## src/rtl/pmod_dac_serializer.sv

```systemverilog
// ---------------------------------------------------------------------------
// pmod_dac_serializer
//
// Output stage of filter_top. It takes two signed 16-bit sample streams,
// converts each one to a 12-bit offset-binary DAC code and shifts both codes
// out at the same time. Each code goes out as a 16-bit SPI frame to a
// dual-channel DAC121S101-style PMOD, so both waveforms can be viewed on a
// scope.
//
// Frame format: {4'b0000, code[11:0]}, sent MSB first. The top four bits
// select the DAC's normal operating mode. code = {~s[15], s[14:4]}, which
// truncates the sample and does not round it.
//
// Parameters
//   CLK_DIV     system clocks per sclk half-period (>= 2)
//   GAP_CYCLES  clocks that sync_n is held high between frames (>= 1)
//
// Ports
//   clk           system clock, rising edge
//   rst           asynchronous active-high reset
//   sample_a/b    signed two's-complement samples, channels A and B
//   sample_valid  one-cycle strobe; both samples are valid this cycle
//   sync_n        DAC frame sync, active low
//   sclk          DAC serial clock, idles high
//   dina/dinb     serial data for channels A and B, MSB first
//   busy          high while a frame or the inter-frame gap is in progress
//   frame_done    one-cycle pulse when sync_n returns high at the end of a frame
//   overrun       one-cycle pulse when a pending sample pair is overwritten
// ---------------------------------------------------------------------------
module pmod_dac_serializer #(
  parameter int CLK_DIV    = 4,
  parameter int GAP_CYCLES = 4
) (
  input  logic        clk,
  input  logic        rst,
  input  logic [15:0] sample_a,
  input  logic [15:0] sample_b,
  input  logic        sample_valid,
  output logic        sync_n,
  output logic        sclk,
  output logic        dina,
  output logic        dinb,
  output logic        busy,
  output logic        frame_done,
  output logic        overrun
);

  localparam int HC_W = $clog2(CLK_DIV + 1);
  localparam int GC_W = $clog2(GAP_CYCLES + 1);
  localparam logic [HC_W-1:0] HALF_LAST = HC_W'(CLK_DIV - 1);
  localparam logic [GC_W-1:0] GAP_LAST  = GC_W'(GAP_CYCLES - 1);
  localparam logic [4:0]      FRAME_BITS = 5'd16;

  typedef enum logic [1:0] {
    IDLE,
    SHIFT,
    GAP
  } state_t;

  // Offset-binary conversion: flipping the sign bit maps -32768..32767 onto
  // 0..65535. Only the top 12 bits are kept.
  function automatic logic [15:0] to_frame(input logic [15:0] s);
    return {4'b0000, ~s[15], s[14:4]};
  endfunction

  state_t          state;
  logic [HC_W-1:0] half_cnt;   // clocks elapsed in the current sclk half-period
  logic [GC_W-1:0] gap_cnt;    // clocks elapsed in the inter-frame gap
  logic [4:0]      fall_cnt;   // sclk falling edges seen in this frame
  logic [15:0]     sr_a;
  logic [15:0]     sr_b;

  // One-deep pending buffer. It holds a sample pair that arrives while a
  // frame is being sent.
  logic            pend_valid;
  logic [15:0]     pend_a;
  logic [15:0]     pend_b;

  // Start selection. The pending pair is older than a pair arriving in the
  // same cycle, so it goes out first.
  logic            start_pend;
  logic            start_new;
  logic [15:0]     start_frame_a;
  logic [15:0]     start_frame_b;

  // NOTE: every signal is assigned on every path through this block, so no
  // latch can be inferred.
  always_comb begin
    start_pend    = (state == IDLE) && pend_valid;
    start_new     = (state == IDLE) && !pend_valid && sample_valid;
    start_frame_a = start_pend ? to_frame(pend_a) : to_frame(sample_a);
    start_frame_b = start_pend ? to_frame(pend_b) : to_frame(sample_b);
  end

  // NOTE: all state is updated with non-blocking assignments. This way every
  // register samples the values from before the edge, whatever the statement
  // order inside the block.
  always_ff @(posedge clk or posedge rst) begin
    if (rst) begin
      state      <= IDLE;
      half_cnt   <= '0;
      gap_cnt    <= '0;
      fall_cnt   <= '0;
      sr_a       <= '0;
      sr_b       <= '0;
      pend_valid <= 1'b0;
      pend_a     <= '0;
      pend_b     <= '0;
      sync_n     <= 1'b1;
      sclk       <= 1'b1;
      dina       <= 1'b0;
      dinb       <= 1'b0;
      busy       <= 1'b0;
      frame_done <= 1'b0;
      overrun    <= 1'b0;
    end else begin
      frame_done <= 1'b0;
      overrun    <= 1'b0;

      // Pending buffer. A pair that arrives while busy is stored here, and
      // overwriting a full buffer reports an overrun. In IDLE with the buffer
      // full, the pending pair starts now and the new pair takes its slot.
      if (sample_valid) begin
        if (state != IDLE) begin
          pend_a     <= sample_a;
          pend_b     <= sample_b;
          pend_valid <= 1'b1;
          overrun    <= pend_valid;
        end else if (pend_valid) begin
          pend_a     <= sample_a;
          pend_b     <= sample_b;
        end
      end else if (start_pend) begin
        pend_valid <= 1'b0;
      end

      case (state)
        IDLE: begin
          if (start_pend || start_new) begin
            sr_a     <= start_frame_a;
            sr_b     <= start_frame_b;
            dina     <= start_frame_a[15];
            dinb     <= start_frame_b[15];
            sync_n   <= 1'b0;
            sclk     <= 1'b1;
            busy     <= 1'b1;
            half_cnt <= '0;
            fall_cnt <= '0;
            state    <= SHIFT;
          end
        end

        SHIFT: begin
          if (half_cnt == HALF_LAST) begin
            half_cnt <= '0;
            if (sclk) begin
              // Falling edge: the DAC samples dina/dinb here.
              sclk     <= 1'b0;
              fall_cnt <= fall_cnt + 5'd1;
            end else if (fall_cnt == FRAME_BITS) begin
              // Rising edge after the last bit ends the frame.
              sclk       <= 1'b1;
              sync_n     <= 1'b1;
              dina       <= 1'b0;
              dinb       <= 1'b0;
              frame_done <= 1'b1;
              gap_cnt    <= '0;
              state      <= GAP;
            end else begin
              // Rising edge: move on to the next bit, well clear of the next
              // falling edge.
              sclk <= 1'b1;
              sr_a <= {sr_a[14:0], 1'b0};
              sr_b <= {sr_b[14:0], 1'b0};
              dina <= sr_a[14];
              dinb <= sr_b[14];
            end
          end else begin
            half_cnt <= half_cnt + HC_W'(1);
          end
        end

        GAP: begin
          if (gap_cnt == GAP_LAST) begin
            busy  <= 1'b0;
            state <= IDLE;
          end else begin
            gap_cnt <= gap_cnt + GC_W'(1);
          end
        end

        default: begin
          state <= IDLE;
        end
      endcase
    end
  end

endmodule
```

## config.mk

```make
export PLATFORM = sky130hd
export DESIGN_NAME = pmod_dac_serializer
export DESIGN_NICKNAME = d
export VERILOG_FILES = /design/src/rtl/pmod_dac_serializer.sv
export SDC_FILE = /design/constraint.sdc
export NUM_CORES = 1
export LEC_CHECK = 0
export BUFFER_PORTS_ARGS = -buffer_cell sky130_fd_sc_hd__buf_2
export CAP_MARGIN = 20
export CORE_MARGIN = 4
export CORE_UTILIZATION = 32
export CTS_CLUSTER_SIZE = 12
export DETAILED_ROUTE_END_ITERATION = 16
export PLACE_DENSITY_LB_ADDON = 0.2
export SETUP_SLACK_MARGIN = 0.1
export SLEW_MARGIN = 20
export SYNTH_ARGS = -nofsm -noshare
export SYNTH_HDL_FRONTEND = slang
export SYNTH_SLANG_ARGS = --single-unit
```

## constraint.sdc

```tcl
create_clock -name clk -period 5.4 [get_ports clk]
set_input_delay 0.27 -clock clk [delete_from_list [all_inputs] [get_ports clk]]
set_output_delay 0.27 -clock clk [all_outputs]
set_load 0.005 [all_outputs]
```

==> flow_metrics.tcl <==
set metrics [dict create \
    status "complete, no violations" \
    yosys.area.top_type_share 0.494 \
    wl_per_cell_um 15.2 \
    synth_area_leaders "dfrtp_1 (49%), mux2_4 (11%), mux2_2 (5.8%)" \
    postPlaceCellArea_mm2 0.00396 \
    synth_compound_area_frac 0.145 \
    slew_headroom 0.354 \
    crit_type "reg -> reg" \
    synthArstFlopShare 1.00 \
    synth-seq-cells 75 \
    syn-num-nets 356 \
    power_frac_clock 0.323 \
    met2_usage 0.198 \
    dp_hpwl_um 4500 \
    track_usage 0.122 \
    cts_tree "built" \
    min_path_cells 2 \
    post-cts-setup-buffer-count 0 \
    cts_buffer_depth 2 \
    synth_mux_area_frac 0.189 \
    tns_ns 0 \
    setup_viol 0 \
    crit_path_max_fanout 44 \
    hold_viol 0 \
    synth_edf_count 0 \
    drc 0 \
    tightest_slew_ns 0.969 \
    arrival_ns 2.46 \
    grt_pass1_vias 2465 \
    vdd_drop_max_uv 226 \
    grt_overflow_total 0 \
    min_path_type "in -> reg" \
    fmax_mhz 446 \
    place_inst 477 \
    final_cells 492 \
    switchingPower_uw 547 \
    clock_skew_ns 0.00767 \
    synth-seq-area-share 0.508 \
    slew_violations 0 \
    grt_pass1_wl_um 12600 \
    fin_nets 385 \
    design.die.area_mm2 0.0133 \
    netlist_instances 316 \
    cts_hold_buf 0 \
    root_buffer "clkbuf_16" \
    numCtsBuffers 9 \
    seq_power_share 0.420 \
    firstDrtPassIters 4 \
    cp-start-kind "flip-flop" \
    period_share 0.416 \
    p_leak_uw 0.00196 \
    yosys.area.top_type "dfrtp_1" \
    fin_crit_ns 2.24 \
    grt-busiest-layer "met2" \
    postRouteAntennaNets 0 \
    preCtsSetupSlack_ns 3.15 \
    clk_pin_slew_worst_paths_ns 0.06 \
    synth_top_family_by_area "multiplexers" \
    yosysWarnings 0 \
    p_int_uw 1420 \
    rr_worst_depth 5 \
    synth_adder_area_share 0.0169 \
    ys_types 45 \
    drive_gt1_frac 0.315 \
    timing.rr.start "state[0]" \
    core_area_mm2 0.0114 \
    gp_congestion 0.722 \
    syn-cell-area_mm2 0.00370 \
    start_util 0.325 \
    syn_avg_cell_area_um2 11.7 \
    io_buffers 33 \
    cts_resized 0 \
    max-cap-violations 0 \
    ios 42 \
    num_rows 39 \
    power.density_mw_per_mm2 459 \
    min_from "sample_a[12]" \
    n_antenna_cell 0 \
    grt_max_degree 76 \
    final_area_mm2 0.00427 \
    via_count 2399 \
    ys.flop_type "dfrtp_1" \
    fin_ws_ns 3.16 \
    r2r-end "sr_a[5]" \
    clkSinkCount 75 \
    drt-initial-drc-count 121 \
    die_x_um 116 \
    clock_latency_ns 0.33 \
    syn2layout_area_growth_pct 15.5 \
    drt-total-wl_um 7480 \
    endpoint_kind "flip-flop" \
    combPwrFrac 0.256 \
    netSwitchingFraction 0.278 \
    grt_use_met1 0.154 \
    critPathRequiredTime_ns 5.61 \
    hold_end "pend_a[12]" \
    synth-simple-area-share 0.0933 \
    fill_cells 1127 \
    antenna_found_initial 0 \
    viasPerCell 4.88 \
    synth_xor_area_frac 0 \
    rsz0062_at_grt "no" \
    grt_use_met3 0.0392 \
    regToRegSetupSlack_ns 3.16 \
    htree_levels 3 \
    die_y_um 116 \
]
cells in the mapped netlist, drive strengths merged (2+ instances only):
| master | instances |
|---|---|
| and2 | 2 |
| dfstp | 2 |
| or2 | 3 |
| buf | 9 |
| nor2 | 14 |
| a21oi | 8 |
| a22oi | 20 |
| nand2 | 33 |
| ha | 5 |
| nand4 | 2 |
| or3b | 2 |
| a22o | 7 |
| mux2 | 50 |
| o21a | 2 |
| o31ai | 3 |
| o21bai | 2 |
| inv | 9 |
| mux2i | 4 |
| o21ai | 31 |
| nor2b | 5 |
| a21o | 2 |
| nand2b | 4 |
| clkbuf | 12 |
| dfrtp | 73 |
| o22a | 2 |
how the worst max path moves through the flow:
stage	start	endpoint	slack, ns	depth (start not counted)
floorplan	rst	busy	3.22	1
global placement	state[0]	sr_a[5]	3.14	5
detailed placement	state[0]	sr_a[5]	3.15	5
CTS	state[0]	sr_a[5]	3.14	5
global route	state[0]	sr_a[5]	3.02	5
finish	state[0]	sr_a[5]	3.16	5
routing by layer:
layer | share of wire | routed length [um]
met1 | 0.48 | 3570
met2 | 0.47 | 3540
met3 | 0.039 | 290
met4 | 0.010 | 76
met5 | 0 | 0
critical path, stage by stage, from the launching register on:
cell and delay [ns]:
dfrtp_1 0.35, buf_4 0.28, nor3_1 0.40, or2_2 0.24
a21o_4 0.48, mux2_4 0.35
layout by cell type, fill, tap and decap left out, types with 3 or more instances in the layout:
master	netlist	final
dfrtp_1	73	73
o21ai_0	31	31
nor2_1	14	14
nand2_1	33	33
ha_1	5	5
nand2b_1	3	3
mux2i_1	4	4
buf_2	4	33
mux2_2	19	19
a22oi_1	20	20
mux2_1	5	5
clkbuf_16	0	9
a22o_1	7	7
inv_1	9	8
a21oi_1	8	8
nor2b_1	5	5
buf_4	0	6
mux2_4	26	26
layout make-up:
type                       instances  area (um2)  share of cell area
clock buffer                       9         225              0.0527
tap                              143         179              0.0419
inverter                           9        33.8             0.00791
sequential                        75        1880               0.440
timing repair buffer              39         210              0.0492
clock inverter                     6        90.1              0.0211
multi-input combinational        211        1660               0.387
cells by family after synthesis:
family	Yosys count
buf+inv	30
fa+ha+maj	5
mux	54
simple gates	71
flops	75
compound gates	81
sequential cells by signal (all words and copies together) (netlist names):
register    flops
gap_cnt         3
fall_cnt        5
busy            1
state           2
dina            1
overrun         1
sync_n          1
sr_a           15
pend_a         12
sr_b           15
dinb            1
frame_done      1
half_cnt        3
pend_valid      1
pend_b         12
sclk            1
metrics by stage:
step / power, uW / utilization / hold slack (ns)
global placement: 1330 / 0.348 / 0.471
global route: 2100 / 0.376 / 0.160
finish: 1960 / 0.376 / 0.165
detailed placement: 1350 / 0.348 / 0.481
CTS: 2000 / 0.376 / 0.151
floorplan: 1240 / - / 0.402
power by group through the flow:
| stage | Sequential, uW | Clock, uW | Combinational [uW] |
|---|---|---|---|
| finish | 825 | 635 | 503 |
| CTS | 826 | 656 | 513 |
| detailed placement | 835 | 0 | 512 |
| floorplan | 801 | 0 | 438 |
| global placement | 831 | 0 | 499 |
| global route | 849 | 681 | 566 |
(Power assumes the default switching activity.)
